--- src/rtl/mul_div_unit_pkg.sv ---
// Shared definitions for the multiply/divide unit.
// Holds the op_i encodings, the FSM state encodings and the iteration count.
package mul_div_unit_pkg;

  typedef enum logic [1:0] {
    OP_MULTU = 2'b00,
    OP_MULT  = 2'b01,
    OP_DIVU  = 2'b10,
    OP_DIV   = 2'b11
  } mdu_op_e;

  typedef enum logic [1:0] {
    ST_IDLE = 2'b00,
    ST_BUSY = 2'b01,
    ST_DONE = 2'b10
  } mdu_state_e;

  localparam int unsigned MDU_ITER  = 32;
  localparam int unsigned MDU_CNT_W = 5;
  localparam logic [MDU_CNT_W-1:0] MDU_CNT_LAST = MDU_CNT_W'(MDU_ITER - 1);

  function automatic logic op_is_signed(input logic [1:0] op);
    return op[0];
  endfunction

  function automatic logic op_is_mul(input logic [1:0] op);
    return ~op[1];
  endfunction

endpackage

--- src/rtl/mul_div_unit_abs32.sv ---
// Conditional two's-complement negate of a 32-bit value.
// Used both to take operand magnitudes and to re-apply result signs.
// Ports:
//   a_i   : value in
//   neg_i : 1 = output -a_i, 0 = pass a_i through
//   y_o   : result
module mdu_abs32 (
  input  logic [31:0] a_i,
  input  logic        neg_i,
  output logic [31:0] y_o
);

  assign y_o = neg_i ? (~a_i + 32'd1) : a_i;

endmodule

--- src/rtl/mul_div_unit.sv ---
// Iterative 32x32 multiply / 32/32 divide unit with HI/LO result registers.
// One shift-add or restoring shift-subtract step per clock, 32 steps.
// Ports:
//   clk_i, rst_i        : clock, async active-high reset
//   start_i, op_i       : begin MULTU/MULT/DIVU/DIV on rs_data_i, rt_data_i
//   mthi_i, mtlo_i      : move rs_data_i into HI / LO (IDLE or DONE only)
//   busy_o, done_o      : operation running / one-cycle completion pulse
//   hi_o, lo_o          : HI (product high / remainder), LO (product low / quotient)
//
// state   | meaning
// --------+---------------------------------------------------------
// IDLE    | waiting; accepts start or HI/LO moves
// BUSY    | iterating, one step per clock for MDU_ITER clocks
// DONE    | result in HI/LO for one cycle; start here chains directly
module mul_div_unit
  import mul_div_unit_pkg::*;
#(
  parameter int WIDTH = 32
) (
  input  logic             clk_i,
  input  logic             rst_i,
  input  logic             start_i,
  input  logic [1:0]       op_i,
  input  logic [WIDTH-1:0] rs_data_i,
  input  logic [WIDTH-1:0] rt_data_i,
  input  logic             mthi_i,
  input  logic             mtlo_i,
  output logic             busy_o,
  output logic             done_o,
  output logic [WIDTH-1:0] hi_o,
  output logic [WIDTH-1:0] lo_o
);

  mdu_state_e           state_q, state_d;
  mdu_op_e              op_q, op_d;
  logic [MDU_CNT_W-1:0] cnt_q, cnt_d;
  logic [63:0]          acc_q, acc_d;
  logic [31:0]          b_q, b_d;
  logic [31:0]          hi_q, hi_d;
  logic [31:0]          lo_q, lo_d;
  logic                 neg_hi_q, neg_hi_d;
  logic                 neg_lo_q, neg_lo_d;

  logic [31:0] rs_mag, rt_mag, hi_fix, lo_fix, hi_res;
  logic [63:0] acc_step;
  logic [32:0] add_sum;
  logic [32:0] rem_sh;
  logic [31:0] rem_sub;
  logic        rem_ge;
  logic        rs_neg, rt_neg;

  assign rs_neg = op_is_signed(op_i) & rs_data_i[31];
  assign rt_neg = op_is_signed(op_i) & rt_data_i[31];

  mdu_abs32 u_abs_rs (.a_i(rs_data_i),        .neg_i(rs_neg),   .y_o(rs_mag));
  mdu_abs32 u_abs_rt (.a_i(rt_data_i),        .neg_i(rt_neg),   .y_o(rt_mag));
  mdu_abs32 u_abs_hi (.a_i(acc_step[63:32]),  .neg_i(neg_hi_q), .y_o(hi_fix));
  mdu_abs32 u_abs_lo (.a_i(acc_step[31:0]),   .neg_i(neg_lo_q), .y_o(lo_fix));

  // 64-bit negate of a product: high word is ~hi + carry-out of the low
  // negate, which is -hi minus one whenever the low word is non-zero.
  assign hi_res = hi_fix - {31'd0, op_is_mul(op_q) & neg_hi_q & (acc_step[31:0] != 32'd0)};

  always_comb begin
    add_sum  = {1'b0, acc_q[63:32]} + (acc_q[0] ? {1'b0, b_q} : 33'd0);
    rem_sh   = acc_q[63:31];
    rem_ge   = rem_sh >= {1'b0, b_q};
    // When rem_ge holds, the difference is below the divisor and fits 32 bits.
    rem_sub  = rem_sh[31:0] - b_q;
    if (op_is_mul(op_q)) begin
      acc_step = {add_sum, acc_q[31:1]};
    end else begin
      acc_step = {(rem_ge ? rem_sub : rem_sh[31:0]), acc_q[30:0], rem_ge};
    end
  end

  always_comb begin
    state_d  = state_q;
    op_d     = op_q;
    cnt_d    = cnt_q;
    acc_d    = acc_q;
    b_d      = b_q;
    hi_d     = hi_q;
    lo_d     = lo_q;
    neg_hi_d = neg_hi_q;
    neg_lo_d = neg_lo_q;
    case (state_q)
      ST_IDLE, ST_DONE: begin
        if (start_i) begin
          state_d = ST_BUSY;
          op_d    = mdu_op_e'(op_i);
          cnt_d   = '0;
          acc_d   = {32'd0, rs_mag};
          b_d     = rt_mag;
          if (op_is_mul(op_i)) begin
            neg_hi_d = rs_neg ^ rt_neg;
            neg_lo_d = rs_neg ^ rt_neg;
          end else begin
            // Remainder follows the dividend; divide-by-zero keeps an
            // all-ones quotient, so its sign is never applied.
            neg_hi_d = rs_neg;
            neg_lo_d = (rs_neg ^ rt_neg) & (rt_data_i != '0);
          end
        end else begin
          state_d = ST_IDLE;
          if (mthi_i) hi_d = rs_data_i;
          if (mtlo_i) lo_d = rs_data_i;
        end
      end
      ST_BUSY: begin
        acc_d = acc_step;
        cnt_d = cnt_q + 1'b1;
        if (cnt_q == MDU_CNT_LAST) begin
          hi_d    = hi_res;
          lo_d    = lo_fix;
          state_d = ST_DONE;
        end
      end
      default: state_d = ST_IDLE;
    endcase
  end

  always_ff @(posedge clk_i or posedge rst_i) begin
    if (rst_i) begin
      state_q  <= ST_IDLE;
      op_q     <= OP_MULTU;
      cnt_q    <= '0;
      acc_q    <= '0;
      b_q      <= '0;
      hi_q     <= '0;
      lo_q     <= '0;
      neg_hi_q <= 1'b0;
      neg_lo_q <= 1'b0;
    end else begin
      state_q  <= state_d;
      op_q     <= op_d;
      cnt_q    <= cnt_d;
      acc_q    <= acc_d;
      b_q      <= b_d;
      hi_q     <= hi_d;
      lo_q     <= lo_d;
      neg_hi_q <= neg_hi_d;
      neg_lo_q <= neg_lo_d;
    end
  end

  assign busy_o = (state_q == ST_BUSY);
  assign done_o = (state_q == ST_DONE);
  assign hi_o   = hi_q;
  assign lo_o   = lo_q;

endmodule
--- config.mk ---
export PLATFORM = sky130hd
export DESIGN_NAME = mul_div_unit
export DESIGN_NICKNAME = d
export VERILOG_FILES = /design/src/rtl/mul_div_unit_pkg.sv /design/src/rtl/mul_div_unit_abs32.sv /design/src/rtl/mul_div_unit.sv
export SDC_FILE = /design/constraint.sdc
export NUM_CORES = 1
export LEC_CHECK = 0
export BUFFER_PORTS_ARGS = -buffer_cell sky130_fd_sc_hd__buf_2
export CAP_MARGIN = 10
export CORE_MARGIN = 8
export CORE_UTILIZATION = 49
export DETAILED_ROUTE_END_ITERATION = 7
export GPL_TIMING_DRIVEN = 0
export HOLD_SLACK_MARGIN = 0.12
export PLACE_DENSITY = 0.69
export SKIP_CTS_REPAIR_TIMING = 1
export SLEW_MARGIN = 10
export SYNTH_ARGS = -nofsm -noshare
export SYNTH_HDL_FRONTEND = slang
export SYNTH_SLANG_ARGS = --single-unit
export TNS_END_PERCENT = 10
--- constraint.sdc ---
create_clock -name clk_i -period 8.25 [get_ports clk_i]
set_input_delay 2.475 -clock clk_i [delete_from_list [all_inputs] [get_ports clk_i]]
set_output_delay 2.475 -clock clk_i [all_outputs]
set_load 0.05 [all_outputs]
==> out/results.tsv <==
stage	metric	value	unit
detailed_routing	routed-via-count	16652	
die	io_pins	137	
critical_path	slowest_delay	0.56	ns
die	num_rows	65	
timing	tightest_slew	1.300	ns
synth	synth_nets	2157	
global_route	grt_pass1_wl	93830	µm
die	die_h	194.9	µm
synth	yosysUniqueCellTypes	93	
clock_tree	numCtsBuffers	17	
timing	slew_headroom	0.1111	
layout	area_growth	12.66	%
timing	fmax	0.1252	GHz
synth	synth_area_per_cell	7.798	µm²
synth	syn_area	0.01569	mm²
global_route	grt_overflow	0	
layout	design_area	0.01768	mm²
timing	hold_viol_final	0	
placement	placed_area	0.01691	mm²
die	start_util	0.4972	
detailed_routing	ant_nets	0	
global_route	first_global_vias	15977	
layout	layout-drive-gt1-share	0.1248	
critical_path	cpLargestDelayFamily	simple AND/OR/NAND/NOR gates	
clock_tree	clkTransAtPathRegs	0.08	ns
synth	synth-edff-count	0	
synth	ys_seq_area_frac	0.2712	
synth	syn_inst	2012	
layout	fillCellCount	3063	
clock_tree	cts_root_buffer	clkbuf_16	
synth	synth-async-reset-ratio	1.000	
critical_path	critPathSlowestCell	or4_4	
min_path	min_path_type	reg2reg	
critical_path	crit_type	reg2reg	
detailed_routing	first_iter_violations	1937	
timing	finalSetupViolations	0	
placement	place.gp.congestion	0.9853	
detailed_routing	drc	0	
die	fp.dieW	194.9	µm
synth	ys.flop_type	dfrtp_1	
detailed_routing	first_pass_iters	6	
detailed_routing	via_per_inst	6.427	
global_route	grt_use_total	0.3145	
critical_path	crit_top_cell	ha_1	
global_route	antenna_found_initial	3	
placement	io_buffers	136	
critical_path	cp.required	8.55	ns
critical_path	critPathLaunchType	flip-flop	
placement	post-dp-hpwl	48120	µm
flow_run	cap_violations	0	
critical_path	critPathArrivalTime	8.29	ns
timing	period_needed	7.985	ns
clock_tree	cts_buffer_depth	2	
clock_tree	insertion_delay	0.47	ns
clock_tree	cts_tree	built	
detailed_routing	routedWlPerCell	23.59	µm
status	status	finished, final reports clean	
critical_path	cp_num_buf_inv	3	
synth	ys_ff_latch	170	
synth	yosys_warnings	0	
die	dieArea	0.03800	mm²
critical_path	cp-end-kind	flip-flop	
timing	skew	0.01828	ns
detailed_routing	wl	61120	µm
global_route	grt_start_max_net_pins	94	
layout	finalNetCount	2320	
die	core	0.03156	mm²
timing	maxSlewViolCount	0	
critical_path	path_max_fanout	10	
timing	fin_crit_sh	0.9679	
clock_tree	cts-htree-levels	4	
clock_tree	cts_num_sinks	170	
==> logic make-up (layout without fill, tap and decap cells) <==
logic type / Yosys count / in the layout / synth area share
xor gates and xnor gates: 170 / 170 / 0.09490
muxes: 51 / 51 / 0.03350
and+or+nand+nor: 726 / 727 / 0.2273
DFF: 170 / 170 / 0.2712
other: 0 / 1 / 0
AOI/OAI and AO/OA: 634 / 634 / 0.2648
adders and majority gates: 74 / 74 / 0.05997
buffers and inverters: 187 / 362 / 0.04841
==> stage by stage <==
step	TNS (ns)	instances	hold WS (ns)	worst slack, ns	util
floorplan	0	2012	0.4489	0.8970	-
global placement	-242.87	2550	0.4541	-2.458	0.5347
detailed placement	-55.67	2551	0.4632	-2.433	0.5358
CTS	-58.95	2583	0.4780	-2.544	0.5554
global route	-0.01933	2591	0.5056	-0.009871	0.5602
finish	0	2591	0.4752	0.2650	0.5602
==> final timing paths <==
kind	startpoint	end	slack (ns)	cells past startpoint
max in group asynchronous	rst_i	b_q[24]	5.22	3
min	hi_o[13]	hi_o[13]	0.48	2
max	acc_q[37]	hi_o[30]	0.27	34
min reg2reg	hi_o[13]	hi_o[13]	0.48	2
min in group asynchronous	rst_i	b_q[12]	2.13	2
max reg2reg	acc_q[37]	hi_o[30]	0.27	34
==> flip-flops by register name, indices dropped and copies added (netlist names) <==
signal / count
acc_q: 64
b_q: 32
cnt_q: 5
hi_o: 32
lo_o: 32
neg_hi_q: 1
neg_lo_q: 1
op_q: 1
state_q: 2
==> cells in the mapped netlist (16+ instances only) <==
library cell	count	area share
nand2_1	261	0.062
o21ai_0	171	0.055
dfrtp_1	170	0.27
a21oi_1	152	0.048
nor2_1	152	0.036
xnor2_1	100	0.056
clkbuf_1	82	0.020
ha_1	72	0.057
inv_1	70	0.017
xor2_1	70	0.039
nor3_1	58	0.019
a31oi_1	56	0.022
and2_1	42	0.017
mux2i_1	41	0.026
nand3_1	36	0.011
nand4_1	29	0.012
a21o_1	28	0.013
o211ai_1	26	0.012
nor2b_1	21	0.0084
nor4_1	19	0.0076
a221oi_1	17	0.0095
and3_1	17	0.0068
o21a_1	17	0.0081
o22ai_1	16	0.0064
==> metal layers <==
| layer | vias to the layer above | track usage | part of all wire |
|---|---|---|---|
| li1 | 7658 | - | - |
| met4 | 0 | 0.1112 | 0.028 |
| met5 | - | 0 | 0 |
| met2 | 861 | 0.4767 | 0.44 |
| met1 | 8015 | 0.4304 | 0.44 |
| met3 | 118 | 0.07618 | 0.098 |
==> area by class of cell <==
class / instances / area (µm²) / share of cell area
well taps: 402 / 503.0 / 0.02846
repair buffers: 147 / 783.3 / 0.04431
clock buffers: 19 / 452.9 / 0.02562
flip-flops and latches: 170 / 4257 / 0.2408
plain buffers: 113 / 499.2 / 0.02824
multi-input cells: 1656 / 10740 / 0.6078
diodes: 1 / 2.502 / 0.0001416
inverters: 70 / 270.3 / 0.01529
clock inverters: 13 / 163.9 / 0.009273
==> worst reg2reg max path: cells and delay by family (launching register included) <==
family	cells	cell delay (ns)
compound gates	10	2.06
buf+inv	3	0.47
fa+ha+maj	4	1.04
xor+xnor	1	0.24
simple gates	16	3.55
flops	1	0.46
==> placed cells by master (no fill, tap or decap), types with 42 or more instances in the layout <==
cell and n:
nand2_1 261, o21ai_0 168, dfrtp_1 168, nor2_1 152
a21oi_1 152, buf_2 147, xnor2_1 100, clkbuf_1 78
ha_1 72, xor2_1 70, inv_1 69, a31oi_1 56
nor3_1 55, and2_1 42
Power is not shown: default switching activity piles up to over one toggle a cycle in this logic, so the estimate is an artifact.
